--- src/rtl/synapse_weight_bank_if.sv ---
// rtl/synapse_weight_bank_if.sv - bus bundle for the synaptic weight bank
// Ports (slave view): kill; load_valid/load_data/load_ready/load_done;
// rd_valid/rd_addr/rd_ready/rd_out_valid/weight_out;
// stdp_valid/stdp_addr/stdp_delta/stdp_ready; addr_err; sat_count.
interface synapse_weight_bank_if #(
    parameter int W_BITS  = 8,
    parameter int DATA_W  = 32,
    parameter int ADDR_W  = 16,
    parameter int DELTA_W = 8
) ();
    logic               kill;
    logic               load_valid;
    logic [DATA_W-1:0]  load_data;
    logic               load_ready;
    logic               load_done;
    logic               rd_valid;
    logic [ADDR_W-1:0]  rd_addr;
    logic               rd_ready;
    logic               rd_out_valid;
    logic [W_BITS-1:0]  weight_out;
    logic               stdp_valid;
    logic [ADDR_W-1:0]  stdp_addr;
    logic [DELTA_W-1:0] stdp_delta;
    logic               stdp_ready;
    logic               addr_err;
    logic [15:0]        sat_count;

    modport master (
        output kill, load_valid, load_data, rd_valid, rd_addr,
               stdp_valid, stdp_addr, stdp_delta,
        input  load_ready, load_done, rd_ready, rd_out_valid, weight_out,
               stdp_ready, addr_err, sat_count
    );

    modport slave (
        input  kill, load_valid, load_data, rd_valid, rd_addr,
               stdp_valid, stdp_addr, stdp_delta,
        output load_ready, load_done, rd_ready, rd_out_valid, weight_out,
               stdp_ready, addr_err, sat_count
    );
endinterface

--- src/rtl/synapse_weight_bank.sv ---
// rtl/synapse_weight_bank.sv - packed synaptic weight store with bulk load, reads and STDP updates
// Ports: clk, rst (async, active-low), bus (synapse_weight_bank_if.slave).
// Bulk-load phase fills DEPTH words, then run phase serves single-weight
// reads and saturating STDP read-modify-writes.
module synapse_weight_bank #(
    parameter int W_BITS  = 8,
    parameter int DATA_W  = 32,
    parameter int N_SYN   = 128,
    parameter int ADDR_W  = 16,
    parameter int DELTA_W = 8
) (
    input logic                  clk,
    input logic                  rst,
    synapse_weight_bank_if.slave bus
);
    localparam int PER_WORD = DATA_W / W_BITS;
    localparam int DEPTH    = N_SYN / PER_WORD;
    localparam int PTR_W    = (DEPTH > 1) ? $clog2(DEPTH) : 1;
    localparam int LANE_W   = (PER_WORD > 1) ? $clog2(PER_WORD) : 1;
    // Two guard bits: one for overflow above the max weight, one for sign.
    localparam int SUM_W    = W_BITS + 2;
    localparam logic [ADDR_W:0]   N_SYN_A    = (ADDR_W + 1)'(N_SYN);
    localparam logic [ADDR_W-1:0] PER_WORD_A = ADDR_W'(PER_WORD);
    localparam logic [PTR_W-1:0]  LAST_PTR   = PTR_W'(DEPTH - 1);

    typedef enum logic [1:0] {S_LOAD, S_RUN, S_RMW_RD, S_RMW_WR} state_t;

    state_t              state_q;
    logic [PTR_W-1:0]    ptr_q;
    logic                load_ready_q;
    logic                load_done_q;
    logic                rd_out_valid_q;
    logic [W_BITS-1:0]   weight_out_q;
    logic                addr_err_q;
    logic [15:0]         sat_count_q;
    logic [PTR_W-1:0]    rmw_widx_q;
    logic [LANE_W-1:0]   rmw_lane_q;
    logic [DELTA_W-1:0]  rmw_delta_q;
    logic [DATA_W-1:0]   rmw_word_q;
    logic [DATA_W-1:0]   mem_q [DEPTH];

    logic                run;
    logic                rd_inr;
    logic                st_inr;
    logic [PTR_W-1:0]    rd_widx;
    logic [LANE_W-1:0]   rd_lane;
    logic [DATA_W-1:0]   rd_word;
    logic [W_BITS-1:0]   rd_weight;
    logic [W_BITS-1:0]   old_w;
    logic [SUM_W-1:0]    delta_ext;
    logic [SUM_W-1:0]    sum;
    logic [W_BITS-1:0]   new_w;
    logic                sat;
    logic [DATA_W-1:0]   new_word;
    logic                mem_we;
    logic [PTR_W-1:0]    mem_widx;
    logic [DATA_W-1:0]   mem_wdata;

    always_comb begin
        run       = (state_q == S_RUN);
        rd_inr    = {1'b0, bus.rd_addr} < N_SYN_A;
        st_inr    = {1'b0, bus.stdp_addr} < N_SYN_A;
        rd_widx   = PTR_W'(bus.rd_addr / PER_WORD_A);
        rd_lane   = LANE_W'(bus.rd_addr % PER_WORD_A);
        rd_word   = mem_q[rd_widx];
        rd_weight = rd_word[rd_lane*W_BITS +: W_BITS];

        // Saturating add: negative results clamp to 0, overflow to all-ones.
        old_w     = rmw_word_q[rmw_lane_q*W_BITS +: W_BITS];
        delta_ext = SUM_W'($signed(rmw_delta_q));
        sum       = {2'b00, old_w} + delta_ext;
        sat       = 1'b0;
        new_w     = sum[W_BITS-1:0];
        if (sum[SUM_W-1]) begin
            new_w = '0;
            sat   = 1'b1;
        end else if (sum[W_BITS]) begin
            new_w = '1;
            sat   = 1'b1;
        end
        new_word = rmw_word_q;
        new_word[rmw_lane_q*W_BITS +: W_BITS] = new_w;

        // kill and reset both abandon any pending write.
        mem_we    = rst && !bus.kill &&
                    ((state_q == S_LOAD && bus.load_valid) || state_q == S_RMW_WR);
        mem_widx  = (state_q == S_LOAD) ? ptr_q : rmw_widx_q;
        mem_wdata = (state_q == S_LOAD) ? bus.load_data : new_word;
    end

    always_ff @(posedge clk) begin
        if (mem_we) begin
            mem_q[mem_widx] <= mem_wdata;
        end
    end

    always_ff @(posedge clk or negedge rst) begin
        if (!rst) begin
            state_q        <= S_LOAD;
            ptr_q          <= '0;
            load_ready_q   <= 1'b1;
            load_done_q    <= 1'b0;
            rd_out_valid_q <= 1'b0;
            weight_out_q   <= '0;
            addr_err_q     <= 1'b0;
            sat_count_q    <= '0;
            rmw_widx_q     <= '0;
            rmw_lane_q     <= '0;
            rmw_delta_q    <= '0;
            rmw_word_q     <= '0;
        end else begin
            rd_out_valid_q <= 1'b0;
            addr_err_q     <= 1'b0;
            if (bus.kill) begin
                state_q      <= S_LOAD;
                ptr_q        <= '0;
                load_ready_q <= 1'b1;
                load_done_q  <= 1'b0;
                sat_count_q  <= '0;
            end else begin
                case (state_q)
                    S_LOAD: begin
                        if (bus.load_valid) begin
                            ptr_q <= ptr_q + 1'b1;
                            if (ptr_q == LAST_PTR) begin
                                ptr_q        <= '0;
                                state_q      <= S_RUN;
                                load_ready_q <= 1'b0;
                                load_done_q  <= 1'b1;
                            end
                        end
                    end
                    S_RUN: begin
                        // A read takes priority; a competing update waits upstream.
                        if (bus.rd_valid) begin
                            rd_out_valid_q <= 1'b1;
                            weight_out_q   <= rd_inr ? rd_weight : '0;
                            addr_err_q     <= !rd_inr;
                        end else if (bus.stdp_valid) begin
                            if (st_inr) begin
                                rmw_widx_q  <= PTR_W'(bus.stdp_addr / PER_WORD_A);
                                rmw_lane_q  <= LANE_W'(bus.stdp_addr % PER_WORD_A);
                                rmw_delta_q <= bus.stdp_delta;
                                state_q     <= S_RMW_RD;
                            end else begin
                                addr_err_q  <= 1'b1;
                            end
                        end
                    end
                    S_RMW_RD: begin
                        rmw_word_q <= mem_q[rmw_widx_q];
                        state_q    <= S_RMW_WR;
                    end
                    S_RMW_WR: begin
                        if (sat && sat_count_q != 16'hFFFF) begin
                            sat_count_q <= sat_count_q + 16'd1;
                        end
                        state_q <= S_RUN;
                    end
                    default: state_q <= S_LOAD;
                endcase
            end
        end
    end

    assign bus.load_ready   = load_ready_q;
    assign bus.load_done    = load_done_q;
    assign bus.rd_ready     = run;
    assign bus.stdp_ready   = run && !bus.rd_valid;
    assign bus.rd_out_valid = rd_out_valid_q;
    assign bus.weight_out   = weight_out_q;
    assign bus.addr_err     = addr_err_q;
    assign bus.sat_count    = sat_count_q;
endmodule

--- src/flat_wrapper.sv ---
// flat-port wrapper written by rule: the top's interface ports become plain ports
module synapse_weight_bank_flat 
#(
    parameter int W_BITS  = 8,
    parameter int DATA_W  = 32,
    parameter int N_SYN   = 128,
    parameter int ADDR_W  = 16,
    parameter int DELTA_W = 8
)
  (clk, rst, bus_kill, bus_load_valid, bus_load_data, bus_rd_valid, bus_rd_addr, bus_stdp_valid, bus_stdp_addr, bus_stdp_delta, bus_load_ready, bus_load_done, bus_rd_ready, bus_rd_out_valid, bus_weight_out, bus_stdp_ready, bus_addr_err, bus_sat_count);
  synapse_weight_bank_if #(.W_BITS(W_BITS), .DATA_W(DATA_W), .ADDR_W(ADDR_W), .DELTA_W(DELTA_W)) bus_i ();
  input logic clk;
  input logic rst;
  input wire logic [$bits(bus_i.kill)-1:0] bus_kill;
  input wire logic [$bits(bus_i.load_valid)-1:0] bus_load_valid;
  input wire logic [$bits(bus_i.load_data)-1:0] bus_load_data;
  input wire logic [$bits(bus_i.rd_valid)-1:0] bus_rd_valid;
  input wire logic [$bits(bus_i.rd_addr)-1:0] bus_rd_addr;
  input wire logic [$bits(bus_i.stdp_valid)-1:0] bus_stdp_valid;
  input wire logic [$bits(bus_i.stdp_addr)-1:0] bus_stdp_addr;
  input wire logic [$bits(bus_i.stdp_delta)-1:0] bus_stdp_delta;
  output wire logic [$bits(bus_i.load_ready)-1:0] bus_load_ready;
  output wire logic [$bits(bus_i.load_done)-1:0] bus_load_done;
  output wire logic [$bits(bus_i.rd_ready)-1:0] bus_rd_ready;
  output wire logic [$bits(bus_i.rd_out_valid)-1:0] bus_rd_out_valid;
  output wire logic [$bits(bus_i.weight_out)-1:0] bus_weight_out;
  output wire logic [$bits(bus_i.stdp_ready)-1:0] bus_stdp_ready;
  output wire logic [$bits(bus_i.addr_err)-1:0] bus_addr_err;
  output wire logic [$bits(bus_i.sat_count)-1:0] bus_sat_count;
  assign bus_i.kill = bus_kill;
  assign bus_i.load_valid = bus_load_valid;
  assign bus_i.load_data = bus_load_data;
  assign bus_i.rd_valid = bus_rd_valid;
  assign bus_i.rd_addr = bus_rd_addr;
  assign bus_i.stdp_valid = bus_stdp_valid;
  assign bus_i.stdp_addr = bus_stdp_addr;
  assign bus_i.stdp_delta = bus_stdp_delta;
  assign bus_load_ready = bus_i.load_ready;
  assign bus_load_done = bus_i.load_done;
  assign bus_rd_ready = bus_i.rd_ready;
  assign bus_rd_out_valid = bus_i.rd_out_valid;
  assign bus_weight_out = bus_i.weight_out;
  assign bus_stdp_ready = bus_i.stdp_ready;
  assign bus_addr_err = bus_i.addr_err;
  assign bus_sat_count = bus_i.sat_count;
  synapse_weight_bank #(.W_BITS(W_BITS), .DATA_W(DATA_W), .N_SYN(N_SYN), .ADDR_W(ADDR_W), .DELTA_W(DELTA_W)) u_core (.clk(clk), .rst(rst), .bus(bus_i));
endmodule
--- config.mk ---
export PLATFORM = sky130hd
export DESIGN_NAME = synapse_weight_bank_flat
export DESIGN_NICKNAME = d
export VERILOG_FILES = /design/src/rtl/synapse_weight_bank_if.sv /design/src/rtl/synapse_weight_bank.sv /design/src/flat_wrapper.sv
export SDC_FILE = /design/constraint.sdc
export NUM_CORES = 1
export LEC_CHECK = 0
export CAP_MARGIN = 25
export CORE_MARGIN = 3
export CORE_UTILIZATION = 62
export DETAILED_ROUTE_END_ITERATION = 6
export GPL_ROUTABILITY_DRIVEN = 0
export PLACE_DENSITY_LB_ADDON = 0.15
export SLEW_MARGIN = 20
export SYNTH_ARGS = -nofsm -noshare
export SYNTH_HDL_FRONTEND = slang
export SYNTH_SLANG_ARGS = --single-unit
export TNS_END_PERCENT = 20
--- constraint.sdc ---
create_clock -name clk -period 8.85 [get_ports clk]
set_clock_uncertainty 0.1 [all_clocks]
set_input_delay 0.885 -clock clk [delete_from_list [all_inputs] [get_ports clk]]
set_output_delay 0.885 -clock clk [all_outputs]
set_load 0.1 [all_outputs]
==> impl_metrics.prom <==
# TYPE chip_impl_metric gauge
chip_impl_metric{name="buffer_ports.inserted",unit=""} 107
chip_impl_info{name="slowest_stage",value="sky130_fd_sc_hd__a221o_1"} 1
chip_impl_metric{name="vias_in_the_first_global_route",unit=""} 31180
chip_impl_metric{name="synth_xor_xnor_area_share",unit="%"} 0.06755
chip_impl_metric{name="drc_errors",unit=""} 0
chip_impl_metric{name="worst_hold_path.num_cells",unit=""} 2
chip_impl_metric{name="drt_iter0_drc",unit=""} 5665
chip_impl_metric{name="clock_tree_buffer_depth",unit=""} 3
chip_impl_metric{name="ys_types",unit=""} 65
chip_impl_metric{name="internal_power",unit="mW"} 9.938
chip_impl_metric{name="post_synth_fa_ha_maj_area_fraction",unit="%"} 0.5452
chip_impl_metric{name="post_synthesis_sequential_element_count",unit=""} 1106
chip_impl_metric{name="chipHeight",unit="µm"} 295.2
chip_impl_metric{name="synth_mux_area_share",unit="%"} 27.20
chip_impl_info{name="rsz0062_at_grt",value="false"} 1
chip_impl_info{name="reg2reg_from",value="u_core.rmw_lane_q[0]"} 1
chip_impl_metric{name="grt_pass1_wl",unit="mm"} 229.3
chip_impl_metric{name="pwr-share-seq",unit="%"} 49.6
chip_impl_metric{name="regArea",unit="µm²"} 32820
chip_impl_metric{name="drt-vias-per-instance",unit=""} 7.981
chip_impl_metric{name="synthesis.instances",unit=""} 2688
chip_impl_metric{name="fillerInstances",unit=""} 4858
chip_impl_metric{name="post-layout-total-power",unit="mW"} 13.49
chip_impl_metric{name="synth.cell_area",unit="µm²"} 51870
chip_impl_metric{name="path_clk_slew",unit="ns"} 0.06
chip_impl_metric{name="antenna_violating_nets_post_route",unit=""} 0
chip_impl_metric{name="clk-insertion-delay-late",unit="ns"} 0.69
chip_impl_metric{name="fmax",unit="MHz"} 169.6
chip_impl_metric{name="min_period_over_period",unit="%"} 66.62
chip_impl_metric{name="p_comb_share",unit="%"} 14.4
chip_impl_info{name="largest_family_of_logic_cells_by_synthesized_area",value="multiplexers"} 1
chip_impl_info{name="commonest_cells_after_routing_fill_and_taps_aside",value="1024 x sky130_fd_sc_hd__edfxtp_1, 560 x sky130_fd_sc_hd__mux4_2, 115 x sky130_fd_sc_hd__clkbuf_16"} 1
chip_impl_metric{name="placedCellCount",unit=""} 3740
chip_impl_metric{name="power.density",unit="nW/µm²"} 230.3
chip_impl_info{name="synthFlopType",value="sky130_fd_sc_hd__edfxtp_1"} 1
chip_impl_metric{name="multi_input_area",unit="µm²"} 18600
chip_impl_metric{name="yosysWarningCount",unit=""} 0
chip_impl_metric{name="layout-drive-gt1-share",unit="%"} 32.93
chip_impl_metric{name="timing.critical_path.fanout_max",unit=""} 32
chip_impl_info{name="hold_start",value="u_core.rmw_word_q[21]"} 1
chip_impl_metric{name="placementRows",unit=""} 105
chip_impl_metric{name="worst_slew_pin_tran",unit="ns"} 1.154
chip_impl_metric{name="synth_async_sr_flop_share",unit="%"} 7.414
chip_impl_metric{name="finalNonFillerCells",unit=""} 3970
chip_impl_metric{name="timing.critical_path.arrival",unit="ns"} 6.13
chip_impl_metric{name="flow.area_growth_from_synthesis",unit="%"} 12.92
chip_impl_info{name="cell_chosen_for_the_clock_root",value="sky130_fd_sc_hd__clkbuf_16"} 1
chip_impl_info{name="criticalPathCategory",value="reg2reg"} 1
chip_impl_metric{name="cts_resized",unit=""} 0
chip_impl_metric{name="total_leakage_power",unit="nW"} 18.55
chip_impl_metric{name="nNetsFinal",unit=""} 2899
chip_impl_metric{name="cp_data_required_time",unit="ns"} 9.08
chip_impl_info{name="critical_path_cell_by_cell",value="mux4_2 -> ha_1 -> fa_1 -> a211oi_1 -> or3_1 -> a21oi_1 -> or3_1 -> a21boi_0 -> a221o_1"} 1
chip_impl_metric{name="synth_compound_gate_area_share",unit="%"} 4.096
chip_impl_metric{name="maxCapViolations",unit=""} 0
chip_impl_metric{name="total_switching_power",unit="mW"} 3.548
chip_impl_metric{name="edff_count_synth",unit=""} 1024
chip_impl_info{name="tritoncts",value="yes"} 1
chip_impl_metric{name="slew_viol_final",unit=""} 0
chip_impl_metric{name="power.clock.fraction",unit="%"} 36.0
chip_impl_metric{name="finalHoldViolCount",unit=""} 0
chip_impl_metric{name="synth-seq-area-share",unit="%"} 63.25
chip_impl_metric{name="synthesis.nets",unit=""} 2788
chip_impl_metric{name="cts-buffers-inserted",unit=""} 113
chip_impl_metric{name="finalWorstPathRequiredPeriod",unit="ns"} 5.896
chip_impl_metric{name="timing.reg2reg.worst_path_depth",unit=""} 9
chip_impl_info{name="worst_setup_path_start_kind",value="register"} 1
chip_impl_metric{name="p_sw_share",unit="%"} 26.31
chip_impl_metric{name="critical_path.max_stage_delay",unit="ns"} 1.00
chip_impl_metric{name="die_area",unit="µm²"} 87160
chip_impl_metric{name="worst_slack",unit="ns"} 2.954
chip_impl_metric{name="htree_levels",unit=""} 3
chip_impl_metric{name="irDropWorstVdd",unit="µV"} 176.2
chip_impl_metric{name="placeableCoreArea",unit="µm²"} 82500
chip_impl_info{name="layout_commonest_cell",value="sky130_fd_sc_hd__edfxtp_1"} 1
chip_impl_metric{name="final_setup_tns",unit="ns"} 0
chip_impl_metric{name="grt_max_degree",unit=""} 120
chip_impl_metric{name="firstDrtPassIters",unit=""} 6
chip_impl_metric{name="chipWidth",unit="µm"} 295.2
chip_impl_info{name="holdCritPathClass",value="reg2reg"} 1
chip_impl_metric{name="io_pins",unit=""} 108
chip_impl_metric{name="congestion_overflow_gr",unit=""} 0
chip_impl_metric{name="initial_core_util",unit="%"} 62.86
chip_impl_metric{name="synth_simple_gate_area_share",unit="%"} 3.090
chip_impl_info{name="crit_start",value="u_core.rmw_lane_q[0]"} 1
chip_impl_metric{name="post-cts-setup-buffers",unit=""} 0
chip_impl_info{name="run_status",value="finished, final reports clean"} 1
chip_impl_metric{name="vias",unit=""} 31680
chip_impl_metric{name="clock-sinks",unit=""} 1106
chip_impl_metric{name="antenna_found_initial",unit=""} 7
chip_impl_info{name="cp_endpoint_kind",value="register"} 1
chip_impl_metric{name="pre_cts_slack",unit="ns"} 3.175
chip_impl_metric{name="route.detailed.wl_per_inst",unit="µm"} 41.08
chip_impl_metric{name="timing.final.setup_violations",unit=""} 0
chip_impl_metric{name="worst_hold_slack_after_final_layout",unit="ns"} 0.4117
chip_impl_info{name="path_common_cell",value="sky130_fd_sc_hd__or3_1"} 1
chip_impl_metric{name="detailedPlacementHpwl",unit="mm"} 91.63
chip_impl_metric{name="drt_wl_total",unit="mm"} 163.1
chip_impl_metric{name="global_route.usage.total",unit="%"} 38.00
chip_impl_metric{name="slew-limit-headroom",unit="%"} 23.06
chip_impl_metric{name="syn_area_per_cell",unit="µm²"} 19.30
==> flip-flops by register name (all words and copies together), names as in the netlist <==
register and count:
u_core.mem_q 1024, u_core.rmw_word_q 32, u_core.bus.sat_count 16, u_core.bus.weight_out 8
u_core.rmw_delta_q 8, u_core.ptr_q 5, u_core.rmw_widx_q 5, u_core.rmw_lane_q 2
u_core.state_q 2, u_core.bus.addr_err 1, u_core.bus.load_done 1, u_core.bus.load_ready 1
u_core.bus.rd_out_valid 1
==> power by group through the flow <==
stage,combinational (mW),sequential (mW),clock (mW)
global route,2.03,6.69,5.07
detailed placement,1.75,6.81,0
floorplan,1.04,6.79,0
CTS,1.75,6.70,4.85
global placement,1.64,6.79,0
finish,1.95,6.69,4.85
==> synthesized netlist by cell type (all sizes together) (5+ instances only) <==
master   instances  area (µm²)
a211oi          35       262.8
a21o             5       37.54
a21oi           36       180.2
a221o           16       160.2
a221oi          16       140.1
a22o             9       78.83
a22oi           41       307.8
a31oi            9       56.30
a32oi            8       70.07
and2             8       50.05
and3            26       167.7
buf             90       420.4
clkbuf         115       431.7
dfrtp           81        2027
edfxtp        1024       30750
ha              21       262.8
inv             15       56.30
mux2            45       506.7
mux2i           99       991.0
mux4           560       12610
nand2          111       416.7
nand2b          10       62.56
nand3           29       145.1
nand4           16       100.1
nor2            64       242.7
nor2b           26       162.7
nor3            13       76.33
nor4             5       31.28
o2111ai          8       70.07
o21ai           67       335.3
o221ai           8       70.07
o22ai           25       156.4
==> layout make-up <==
type                    count  share of cell area, %
flip-flops and latches   1106                  56.04
multi-input cells        1362                  31.76
clock buffers             152                  5.407
repair buffers            201                  3.352
well taps                1070                  2.286
clock inverters            61                  1.051
inverters                  15                0.09614
diodes                      3                0.01282
==> per-stage QoR <==
| step | utilization, % | area [µm²] |
|---|---|---|
| global placement | 65.95 | 54410 |
| global route | 70.98 | 58560 |
| detailed placement | 65.99 | 54440 |
| floorplan | - | 51870 |
| finish | 70.99 | 58570 |
| CTS | 70.58 | 58230 |
==> layer usage <==
metal | GRT usage, % | share of wire, % | up-vias
met5 | 0.7046 | 0.072 | -
met4 | 18.11 | 5.4 | 8
met3 | 13.90 | 17 | 531
met1 | 52.46 | 33 | 16320
li1 | - | - | 11800
met2 | 54.82 | 45 | 3025
==> critical path: cells and delay by family (launching register included) <==
family	cells	cell delay, ns
simple gates	2	0.96
fa+ha+maj	2	0.73
flops	1	0.81
mux	1	0.59
compound gates	4	2.32
==> cell families after synthesis <==
family | count (synthesis)
flops | 1106
mux | 704
simple gates | 327
compound gates | 305
buf+inv | 220
fa+ha+maj | 22
xor+xnor | 4
==> worst paths after layout <==
path,endpoint,slack (ns)
setup reg to reg,u_core.mem_q[0][10],2.95
max in group asynchronous,u_core.rmw_widx_q[2],7.13
min in group asynchronous,u_core.bus.weight_out[5],0.51
hold reg to reg,u_core.rmw_word_q[21],0.41
setup / recovery,u_core.mem_q[0][10],2.95
hold / removal,u_core.rmw_word_q[21],0.41
==> repair_timing <==
item | CTS | global route
hold endpoints to repair | 13 | 0
setup endpoints to repair | 0 | 0
hold buffers | 1 | 0
Power figures use the tool's default switching activity.
